<file path="src/rtl/id_ex_stage_pkg.sv">
// pipe_pkg: shared control-bundle layout, PC-select and forwarding constants for the ID/EX stage
package pipe_pkg;
    localparam int CTRL_W            = 13;
    localparam int CTRL_REG_WRITE    = 0;
    localparam int CTRL_MEM_READ     = 1;
    localparam int CTRL_MEM_WRITE    = 2;
    localparam int CTRL_MEM_TO_REG   = 3;
    localparam int CTRL_ALU_SRC      = 4;
    localparam int CTRL_ALU_FUN_LSB  = 5;
    localparam int CTRL_ALU_FUN_MSB  = 10;
    localparam int CTRL_BRANCH       = 11;
    localparam int CTRL_JUMP         = 12;
    localparam logic [2:0] PCSRC_JR    = 3'b011;
    localparam logic [1:0] FWD_NONE    = 2'b00;
    localparam logic [1:0] FWD_WB      = 2'b01;
    localparam logic [1:0] FWD_MEM     = 2'b10;
    localparam logic [1:0] FWD_ILLEGAL = 2'b11;
    localparam logic [CTRL_W-1:0] BUBBLE_CTRL = '0;
endpackage

</file>
<file path="src/rtl/id_ex_stage_if.sv">
// id_ex_stage_if: ID-side inputs, forwarding selects and ID/EX register outputs of the stage
interface id_ex_stage_if #(
    parameter int DATA_W = 32,
    parameter int CNT_W  = 16
);
    import pipe_pkg::*;
    logic [4:0]        IF_ID_Rs;
    logic [4:0]        IF_ID_Rt;
    logic              ID_UsesRt;
    logic [2:0]        ID_PCSrc;
    logic [DATA_W-1:0] ID_DataA;
    logic [DATA_W-1:0] ID_DataB;
    logic [DATA_W-1:0] ID_Imm;
    logic [4:0]        ID_AddrC;
    logic [CTRL_W-1:0] ID_Ctrl;
    logic              EX_Flush;
    logic              EX_MEM_MemRead;
    logic [4:0]        EX_MEM_AddrC;
    logic [DATA_W-1:0] EX_MEM_ALUOut;
    logic [DATA_W-1:0] WB_WriteData;
    logic [1:0]        ForwardA;
    logic [1:0]        ForwardB;
    logic              Stall;
    logic [4:0]        ID_EX_Rs;
    logic [4:0]        ID_EX_Rt;
    logic [4:0]        ID_EX_AddrC;
    logic              ID_EX_RegWrite;
    logic              ID_EX_MemRead;
    logic [CTRL_W-1:0] ID_EX_Ctrl;
    logic [DATA_W-1:0] ID_EX_Imm;
    logic [DATA_W-1:0] EX_OpA;
    logic [DATA_W-1:0] EX_OpB;
    logic [CNT_W-1:0]  StallCount;
    modport slave (
        input  IF_ID_Rs, IF_ID_Rt, ID_UsesRt, ID_PCSrc, ID_DataA, ID_DataB, ID_Imm, ID_AddrC, ID_Ctrl,
               EX_Flush, EX_MEM_MemRead, EX_MEM_AddrC, EX_MEM_ALUOut, WB_WriteData, ForwardA, ForwardB,
        output Stall, ID_EX_Rs, ID_EX_Rt, ID_EX_AddrC, ID_EX_RegWrite, ID_EX_MemRead, ID_EX_Ctrl,
               ID_EX_Imm, EX_OpA, EX_OpB, StallCount
    );
    modport master (
        output IF_ID_Rs, IF_ID_Rt, ID_UsesRt, ID_PCSrc, ID_DataA, ID_DataB, ID_Imm, ID_AddrC, ID_Ctrl,
               EX_Flush, EX_MEM_MemRead, EX_MEM_AddrC, EX_MEM_ALUOut, WB_WriteData, ForwardA, ForwardB,
        input  Stall, ID_EX_Rs, ID_EX_Rt, ID_EX_AddrC, ID_EX_RegWrite, ID_EX_MemRead, ID_EX_Ctrl,
               ID_EX_Imm, EX_OpA, EX_OpB, StallCount
    );
endinterface

</file>
<file path="src/rtl/id_ex_stage_hazard_detect.sv">
// hazard_detect: load-use and JR-after-load detection, suppressed when EX is flushing
module hazard_detect
    import pipe_pkg::*;
(
    input  logic [4:0] id_rs,
    input  logic [4:0] id_rt,
    input  logic       id_uses_rt,
    input  logic [2:0] id_pc_src,
    input  logic       ex_mem_read,
    input  logic [4:0] ex_addr_c,
    input  logic       mem_mem_read,
    input  logic [4:0] mem_addr_c,
    input  logic       flush,
    output logic       stall
);
    logic ex_load, mem_load, load_use, jr_haz;
    // r0 is never a real producer, so loads targeting it never cause hazards
    always_comb begin
        ex_load  = ex_mem_read && ex_addr_c != 5'd0;
        mem_load = mem_mem_read && mem_addr_c != 5'd0;
        load_use = ex_load && (ex_addr_c == id_rs || (id_uses_rt && ex_addr_c == id_rt));
        jr_haz   = id_pc_src == PCSRC_JR &&
                   ((ex_load && ex_addr_c == id_rs) || (mem_load && mem_addr_c == id_rs));
        stall    = (load_use || jr_haz) && !flush;
    end
endmodule

</file>
<file path="src/rtl/id_ex_stage.sv">
// id_ex_stage: ID/EX pipeline register with hazard stall, bubble insertion, operand forwarding, stall counter
module id_ex_stage
    import pipe_pkg::*;
#(
    parameter int DATA_W = 32,
    parameter int CNT_W  = 16
) (
    input logic clk,
    input logic reset,
    id_ex_stage_if.slave bus
);
    logic [DATA_W-1:0] data_a, data_b;
    logic              stall_raw;

    hazard_detect u_hazard (
        .id_rs        (bus.IF_ID_Rs),
        .id_rt        (bus.IF_ID_Rt),
        .id_uses_rt   (bus.ID_UsesRt),
        .id_pc_src    (bus.ID_PCSrc),
        .ex_mem_read  (bus.ID_EX_MemRead),
        .ex_addr_c    (bus.ID_EX_AddrC),
        .mem_mem_read (bus.EX_MEM_MemRead),
        .mem_addr_c   (bus.EX_MEM_AddrC),
        .flush        (bus.EX_Flush),
        .stall        (stall_raw)
    );

    // Stall is held low while reset is asserted so the front end never freezes in reset
    always_comb begin
        bus.Stall          = stall_raw && reset;
        bus.ID_EX_RegWrite = bus.ID_EX_Ctrl[CTRL_REG_WRITE];
        bus.ID_EX_MemRead  = bus.ID_EX_Ctrl[CTRL_MEM_READ];
        bus.EX_OpA         = bus.ForwardA == FWD_MEM ? bus.EX_MEM_ALUOut :
                             bus.ForwardA == FWD_WB  ? bus.WB_WriteData  : data_a;
        bus.EX_OpB         = bus.ForwardB == FWD_MEM ? bus.EX_MEM_ALUOut :
                             bus.ForwardB == FWD_WB  ? bus.WB_WriteData  : data_b;
    end

    // Pipeline register: flush or stall loads an all-zero bubble, otherwise capture ID
    always_ff @(posedge clk or negedge reset) begin
        if (!reset) begin
            bus.ID_EX_Rs    <= '0;
            bus.ID_EX_Rt    <= '0;
            bus.ID_EX_AddrC <= '0;
            bus.ID_EX_Ctrl  <= BUBBLE_CTRL;
            bus.ID_EX_Imm   <= '0;
            data_a          <= '0;
            data_b          <= '0;
        end else if (bus.EX_Flush || bus.Stall) begin
            bus.ID_EX_Rs    <= '0;
            bus.ID_EX_Rt    <= '0;
            bus.ID_EX_AddrC <= '0;
            bus.ID_EX_Ctrl  <= BUBBLE_CTRL;
            bus.ID_EX_Imm   <= '0;
            data_a          <= '0;
            data_b          <= '0;
        end else begin
            bus.ID_EX_Rs    <= bus.IF_ID_Rs;
            bus.ID_EX_Rt    <= bus.IF_ID_Rt;
            bus.ID_EX_AddrC <= bus.ID_AddrC;
            bus.ID_EX_Ctrl  <= bus.ID_Ctrl;
            bus.ID_EX_Imm   <= bus.ID_Imm;
            data_a          <= bus.ID_DataA;
            data_b          <= bus.ID_DataB;
        end
    end

    // Saturating count of cycles spent stalled
    always_ff @(posedge clk or negedge reset) begin
        if (!reset)
            bus.StallCount <= '0;
        else if (bus.Stall && bus.StallCount != {CNT_W{1'b1}})
            bus.StallCount <= bus.StallCount + 1'b1;
    end
endmodule

</file>
<file path="src/flat_wrapper.sv">
// flat-port wrapper written by rule: the top's interface ports become plain ports
module id_ex_stage_flat import pipe_pkg::*;
#(
    parameter int DATA_W = 32,
    parameter int CNT_W  = 16
)
  (clk, reset, bus_IF_ID_Rs, bus_IF_ID_Rt, bus_ID_UsesRt, bus_ID_PCSrc, bus_ID_DataA, bus_ID_DataB, bus_ID_Imm, bus_ID_AddrC, bus_ID_Ctrl, bus_EX_Flush, bus_EX_MEM_MemRead, bus_EX_MEM_AddrC, bus_EX_MEM_ALUOut, bus_WB_WriteData, bus_ForwardA, bus_ForwardB, bus_Stall, bus_ID_EX_Rs, bus_ID_EX_Rt, bus_ID_EX_AddrC, bus_ID_EX_RegWrite, bus_ID_EX_MemRead, bus_ID_EX_Ctrl, bus_ID_EX_Imm, bus_EX_OpA, bus_EX_OpB, bus_StallCount);
  id_ex_stage_if #(.DATA_W(DATA_W), .CNT_W(CNT_W)) bus_i ();
  input logic clk;
  input logic reset;
  input wire logic [$bits(bus_i.IF_ID_Rs)-1:0] bus_IF_ID_Rs;
  input wire logic [$bits(bus_i.IF_ID_Rt)-1:0] bus_IF_ID_Rt;
  input wire logic [$bits(bus_i.ID_UsesRt)-1:0] bus_ID_UsesRt;
  input wire logic [$bits(bus_i.ID_PCSrc)-1:0] bus_ID_PCSrc;
  input wire logic [$bits(bus_i.ID_DataA)-1:0] bus_ID_DataA;
  input wire logic [$bits(bus_i.ID_DataB)-1:0] bus_ID_DataB;
  input wire logic [$bits(bus_i.ID_Imm)-1:0] bus_ID_Imm;
  input wire logic [$bits(bus_i.ID_AddrC)-1:0] bus_ID_AddrC;
  input wire logic [$bits(bus_i.ID_Ctrl)-1:0] bus_ID_Ctrl;
  input wire logic [$bits(bus_i.EX_Flush)-1:0] bus_EX_Flush;
  input wire logic [$bits(bus_i.EX_MEM_MemRead)-1:0] bus_EX_MEM_MemRead;
  input wire logic [$bits(bus_i.EX_MEM_AddrC)-1:0] bus_EX_MEM_AddrC;
  input wire logic [$bits(bus_i.EX_MEM_ALUOut)-1:0] bus_EX_MEM_ALUOut;
  input wire logic [$bits(bus_i.WB_WriteData)-1:0] bus_WB_WriteData;
  input wire logic [$bits(bus_i.ForwardA)-1:0] bus_ForwardA;
  input wire logic [$bits(bus_i.ForwardB)-1:0] bus_ForwardB;
  output wire logic [$bits(bus_i.Stall)-1:0] bus_Stall;
  output wire logic [$bits(bus_i.ID_EX_Rs)-1:0] bus_ID_EX_Rs;
  output wire logic [$bits(bus_i.ID_EX_Rt)-1:0] bus_ID_EX_Rt;
  output wire logic [$bits(bus_i.ID_EX_AddrC)-1:0] bus_ID_EX_AddrC;
  output wire logic [$bits(bus_i.ID_EX_RegWrite)-1:0] bus_ID_EX_RegWrite;
  output wire logic [$bits(bus_i.ID_EX_MemRead)-1:0] bus_ID_EX_MemRead;
  output wire logic [$bits(bus_i.ID_EX_Ctrl)-1:0] bus_ID_EX_Ctrl;
  output wire logic [$bits(bus_i.ID_EX_Imm)-1:0] bus_ID_EX_Imm;
  output wire logic [$bits(bus_i.EX_OpA)-1:0] bus_EX_OpA;
  output wire logic [$bits(bus_i.EX_OpB)-1:0] bus_EX_OpB;
  output wire logic [$bits(bus_i.StallCount)-1:0] bus_StallCount;
  assign bus_i.IF_ID_Rs = bus_IF_ID_Rs;
  assign bus_i.IF_ID_Rt = bus_IF_ID_Rt;
  assign bus_i.ID_UsesRt = bus_ID_UsesRt;
  assign bus_i.ID_PCSrc = bus_ID_PCSrc;
  assign bus_i.ID_DataA = bus_ID_DataA;
  assign bus_i.ID_DataB = bus_ID_DataB;
  assign bus_i.ID_Imm = bus_ID_Imm;
  assign bus_i.ID_AddrC = bus_ID_AddrC;
  assign bus_i.ID_Ctrl = bus_ID_Ctrl;
  assign bus_i.EX_Flush = bus_EX_Flush;
  assign bus_i.EX_MEM_MemRead = bus_EX_MEM_MemRead;
  assign bus_i.EX_MEM_AddrC = bus_EX_MEM_AddrC;
  assign bus_i.EX_MEM_ALUOut = bus_EX_MEM_ALUOut;
  assign bus_i.WB_WriteData = bus_WB_WriteData;
  assign bus_i.ForwardA = bus_ForwardA;
  assign bus_i.ForwardB = bus_ForwardB;
  assign bus_Stall = bus_i.Stall;
  assign bus_ID_EX_Rs = bus_i.ID_EX_Rs;
  assign bus_ID_EX_Rt = bus_i.ID_EX_Rt;
  assign bus_ID_EX_AddrC = bus_i.ID_EX_AddrC;
  assign bus_ID_EX_RegWrite = bus_i.ID_EX_RegWrite;
  assign bus_ID_EX_MemRead = bus_i.ID_EX_MemRead;
  assign bus_ID_EX_Ctrl = bus_i.ID_EX_Ctrl;
  assign bus_ID_EX_Imm = bus_i.ID_EX_Imm;
  assign bus_EX_OpA = bus_i.EX_OpA;
  assign bus_EX_OpB = bus_i.EX_OpB;
  assign bus_StallCount = bus_i.StallCount;
  id_ex_stage #(.DATA_W(DATA_W), .CNT_W(CNT_W)) u_core (.clk(clk), .reset(reset), .bus(bus_i));
endmodule
</file>
<file path="config.mk">
export PLATFORM = sky130hd
export DESIGN_NAME = id_ex_stage_flat
export DESIGN_NICKNAME = d
export VERILOG_FILES = /design/src/rtl/id_ex_stage_pkg.sv /design/src/rtl/id_ex_stage_if.sv /design/src/rtl/id_ex_stage_hazard_detect.sv /design/src/rtl/id_ex_stage.sv /design/src/flat_wrapper.sv
export SDC_FILE = /design/constraint.sdc
export NUM_CORES = 1
export LEC_CHECK = 0
export ABC_AREA = 1
export CORE_ASPECT_RATIO = 1.75
export CORE_MARGIN = 5
export CORE_UTILIZATION = 34
export DETAILED_ROUTE_END_ITERATION = 10
export PLACE_DENSITY_LB_ADDON = 0.12
export SLEW_MARGIN = 20
export SYNTH_ARGS = -nofsm -noshare
export SYNTH_HDL_FRONTEND = slang
export SYNTH_SLANG_ARGS = --single-unit
</file>
<file path="constraint.sdc">
create_clock -name clk -period 1.55 [get_ports clk]
set_input_delay 0.31 -clock clk [delete_from_list [all_inputs] [get_ports clk]]
set_output_delay 0.31 -clock clk [all_outputs]
set_load 0.02 [all_outputs]
</file>
==> flow_summary.ini, run 1 <==
[outcome]
status = finished with violations
violations = setup timing

[synthesis]
synth_enable_flop_cells = 0
yosys.area.top_type = dfrtp_1
ys.flop_type = dfrtp_1
yosysMostFrequentCell = inv_1
yosys-top-cells-area = dfrtp_1, inv_1, nand2_1
ys_ff_latch = 140
synth_top_area_share_pct = 51.51
avgSynthCellArea_um2 = 7.845
ys_warn_count = 0
async_flop_share_pct = 100.0
synth_common_cells = inv_1, nand2_1, nor2_1
yosysSeqAreaShare_pct = 51.51
synth.distinct_cells = 22
syn_area_um2 = 6802
syn_inst = 867
synth_fp_nets = 1073

[min_path]
holdCritPathClass = in2reg

[finish]
area_growth_pct = 87.38
fill_cells = 1722
drive_above_1_share_pct = 24.57
design_area_um2 = 12740
instances_no_fill = 1570
layout.nets = 1517

[cts]
clk_pin_slew_ns = 0.06
cts_sinks = 140
cts_buffers = 17
cts_tree = built
clock_latency_ns = 0.42
htree_levels = 4
root_buffer = clkbuf_16
cts_max_path_buffers = 2

[sta]
fin_crit_ns = 1.939
finClkSkew_ns = 0.005377
min_period_over_period_pct = 125.1
finalWorstSetupSlack_ns = -0.3891
worst_slew_pin_slew_ns = 0.6200
timing.final.max_slew_violations = 0
max_slew_margin_pct = 58.67
setup_viol = 205
rsz0062_at_grt = yes
hold_viol_final = 0
max_freq_mhz = 515.7

[setup_path]
crit_path_max_incr_delay_ns = 0.51
cpLargestDelayFamily = buffers and inverters
crit_chain = clkdlybuf4s50_1 > xnor2_1 > nand3_1 > nor2_1 > nand3_1 > nand2_4 > nand2_4 > inv_2 > buf_6
cp_slowest_cell = clkdlybuf4s50_1
reg2reg_slack_ns = -0.26
cp.arrival_ns = 1.63
cp-end-kind = output port
worst_ep_required_time_ns = 1.24
critPathMaxFanout = 2
worst-path-buf-inv = 3
start_kind = primary input
path_class = in2out

[drt]
postRouteAntennaNets = 0
vias_per_cell = 4.650
first_pass_iters = 4
routedWlPerCell_um = 18.15
vias = 7301
routed_wl_um = 28490
drcViolationCount = 0
drt-initial-drc-count = 247

[floorplan]
die_x_um = 116.9
placementRows = 68
dieArea_um2 = 23040
initial_utilization_pct = 34.46
die_h_um = 197.1
ios = 348
core-area_um2 = 19740

[grt]
antenna_found_initial = 2
grt_pass1_vias = 7637
grt_pass1_wl_um = 42040
grt_util_all_layers_pct = 24.35
grt-ovfl-total = 0
grt_max_degree = 75

[placed_design]
gp_congestion = 0.8680
port_buffers = 347
place_inst = 1470
hpwl_um = 18970
place_area_um2 = 10970

[power]
power_density_nw_per_um2 = 841.7
peakVddDrop_uv = 661.4
p_leak_nw = 6.678

[job]
max_cap_viol_count = 0
-- per-stage QoR --
stage | util, % | power [mW] | hold slack, ns | setup slack (ns) | setup TNS, ns
after CTS | 63.44 | 10.76 | 0.2927 | -0.4290 | -35.25
after detailed placement | 55.57 | 6.268 | 0.3071 | -0.9363 | -153.79
after floorplan | - | 4.857 | 0.01441 | -0.02121 | -0.8486
final | 64.57 | 10.73 | 0.3144 | -0.3891 | -36.06
after global routing | 64.55 | 11.17 | 0.3180 | -0.5137 | -55.82
after global placement | 55.57 | 6.249 | 0.3048 | -0.9265 | -151.50
-- per-layer routing --
layer	vias to the layer above	part of all wire, %	global-route usage (%)
met2	255	55	45.18
met4	2	3.7	10.54
met1	3450	35	25.29
met3	62	6.6	5.947
li1	3532	-	-
met5	-	0.039	0
-- state kept, by name, summed over array words and instances, names as in the netlist --
signal,cells
u_core.bus.ID_EX_AddrC,5
u_core.bus.ID_EX_Imm,32
u_core.bus.ID_EX_Rt,5
u_core.bus.ID_EX_Ctrl,13
u_core.data_a,32
u_core.bus.ID_EX_Rs,5
u_core.data_b,32
u_core.bus.StallCount,16
-- what timing repair did --
item,in CTS,in global routing
buffers inserted,38,13
pin swaps,30,24
gates cloned,23,3
setup endpoints to repair,282,216
endpoints found under the hold margin,20,0
hold buffers,1,0
resized for setup,638,113
-- placed cells by master (no fill, tap or decap), drive strengths merged, types with 11 or more instances in the layout --
master         count
clkdlybuf4s50    197
inv              204
nor2             150
nand3             11
o21ai             65
nand2            151
dfrtp            140
dlygate4sd2       60
clkbuf            28
buf              192
o211ai            64
nand4             18
-- worst reg2reg max path, cell delays in order, from the launching register on --
cell and delay (ns):
dfrtp_2 0.44, inv_2 0.09, nand4_1 0.09, o21ai_1 0.14
inv_1 0.06, nand2_2 0.08, nand2_4 0.07, nand2_4 0.06
buf_4 0.13, nand2_8 0.07, buf_8 0.15, buf_6 0.12
buf_12 0.13, nor2_1 0.11
-- final timing paths --
| path | start | to | cells past startpoint |
|---|---|---|---|
| max | bus_EX_MEM_AddrC[0] | bus_Stall | 9 |
| min | bus_IF_ID_Rs[0] | u_core.bus.ID_EX_Rs[0] | 3 |
| max reg2reg | u_core.bus.ID_EX_AddrC[0] | u_core.data_a[4] | 13 |
| max in group asynchronous | reset | u_core.bus.ID_EX_AddrC[3] | 4 |
| min in group asynchronous | reset | u_core.bus.StallCount[14] | 3 |
| min reg2reg | u_core.bus.StallCount[9] | u_core.bus.StallCount[9] | 2 |
-- final cells by class --
class / count / area [um2] / area share (%)
Inverter: 204 / 770.7 / 6.048
Clock buffer: 20 / 456.7 / 3.583
Antenna cell: 2 / 5.005 / 0.03927
Multi-Input combinational cell: 480 / 2605 / 20.44
Clock inverter: 11 / 143.9 / 1.129
Timing Repair Buffer: 468 / 4942 / 38.78
Tap cell: 245 / 306.5 / 2.405
Sequential cell: 140 / 3515 / 27.58
-- report_power, final --
| group | switching, mW | total [mW] | internal, mW | leakage [nW] |
|---|---|---|---|---|
| registers | 0.0620 | 3.89 | 3.83 | 1.81 |
| clock network | 1.59 | 4.19 | 2.60 | 0.284 |
| logic | 1.28 | 2.64 | 1.36 | 4.59 |
| total | 2.94 | 10.7 | 7.79 | 6.68 |
-- cells by family (layout without fill, tap and decap cells) --
family,count (synthesis),in the layout,share of synthesized area (%)
flops,140,140,51.51
simple gates,333,333,19.65
fa+ha+maj,1,1,0.1839
xor+xnor,16,16,2.060
compound gates,130,130,11.94
other cells,0,2,0
buf+inv,247,703,14.66
Power figures use the tool's default switching activity.
==> run 2: changes to the inputs <==
--- a/config.mk
+++ b/config.mk
@@ -9,6 +9,7 @@
 export CORE_ASPECT_RATIO = 1.75
 export CORE_MARGIN = 5
 export CORE_UTILIZATION = 34
+export CTS_CLUSTER_SIZE = 24
 export DETAILED_ROUTE_END_ITERATION = 10
 export PLACE_DENSITY_LB_ADDON = 0.12
 export SLEW_MARGIN = 20
==> results of run 2 <==
No change in the layout: final DEF, timing and power equal those of run 1.
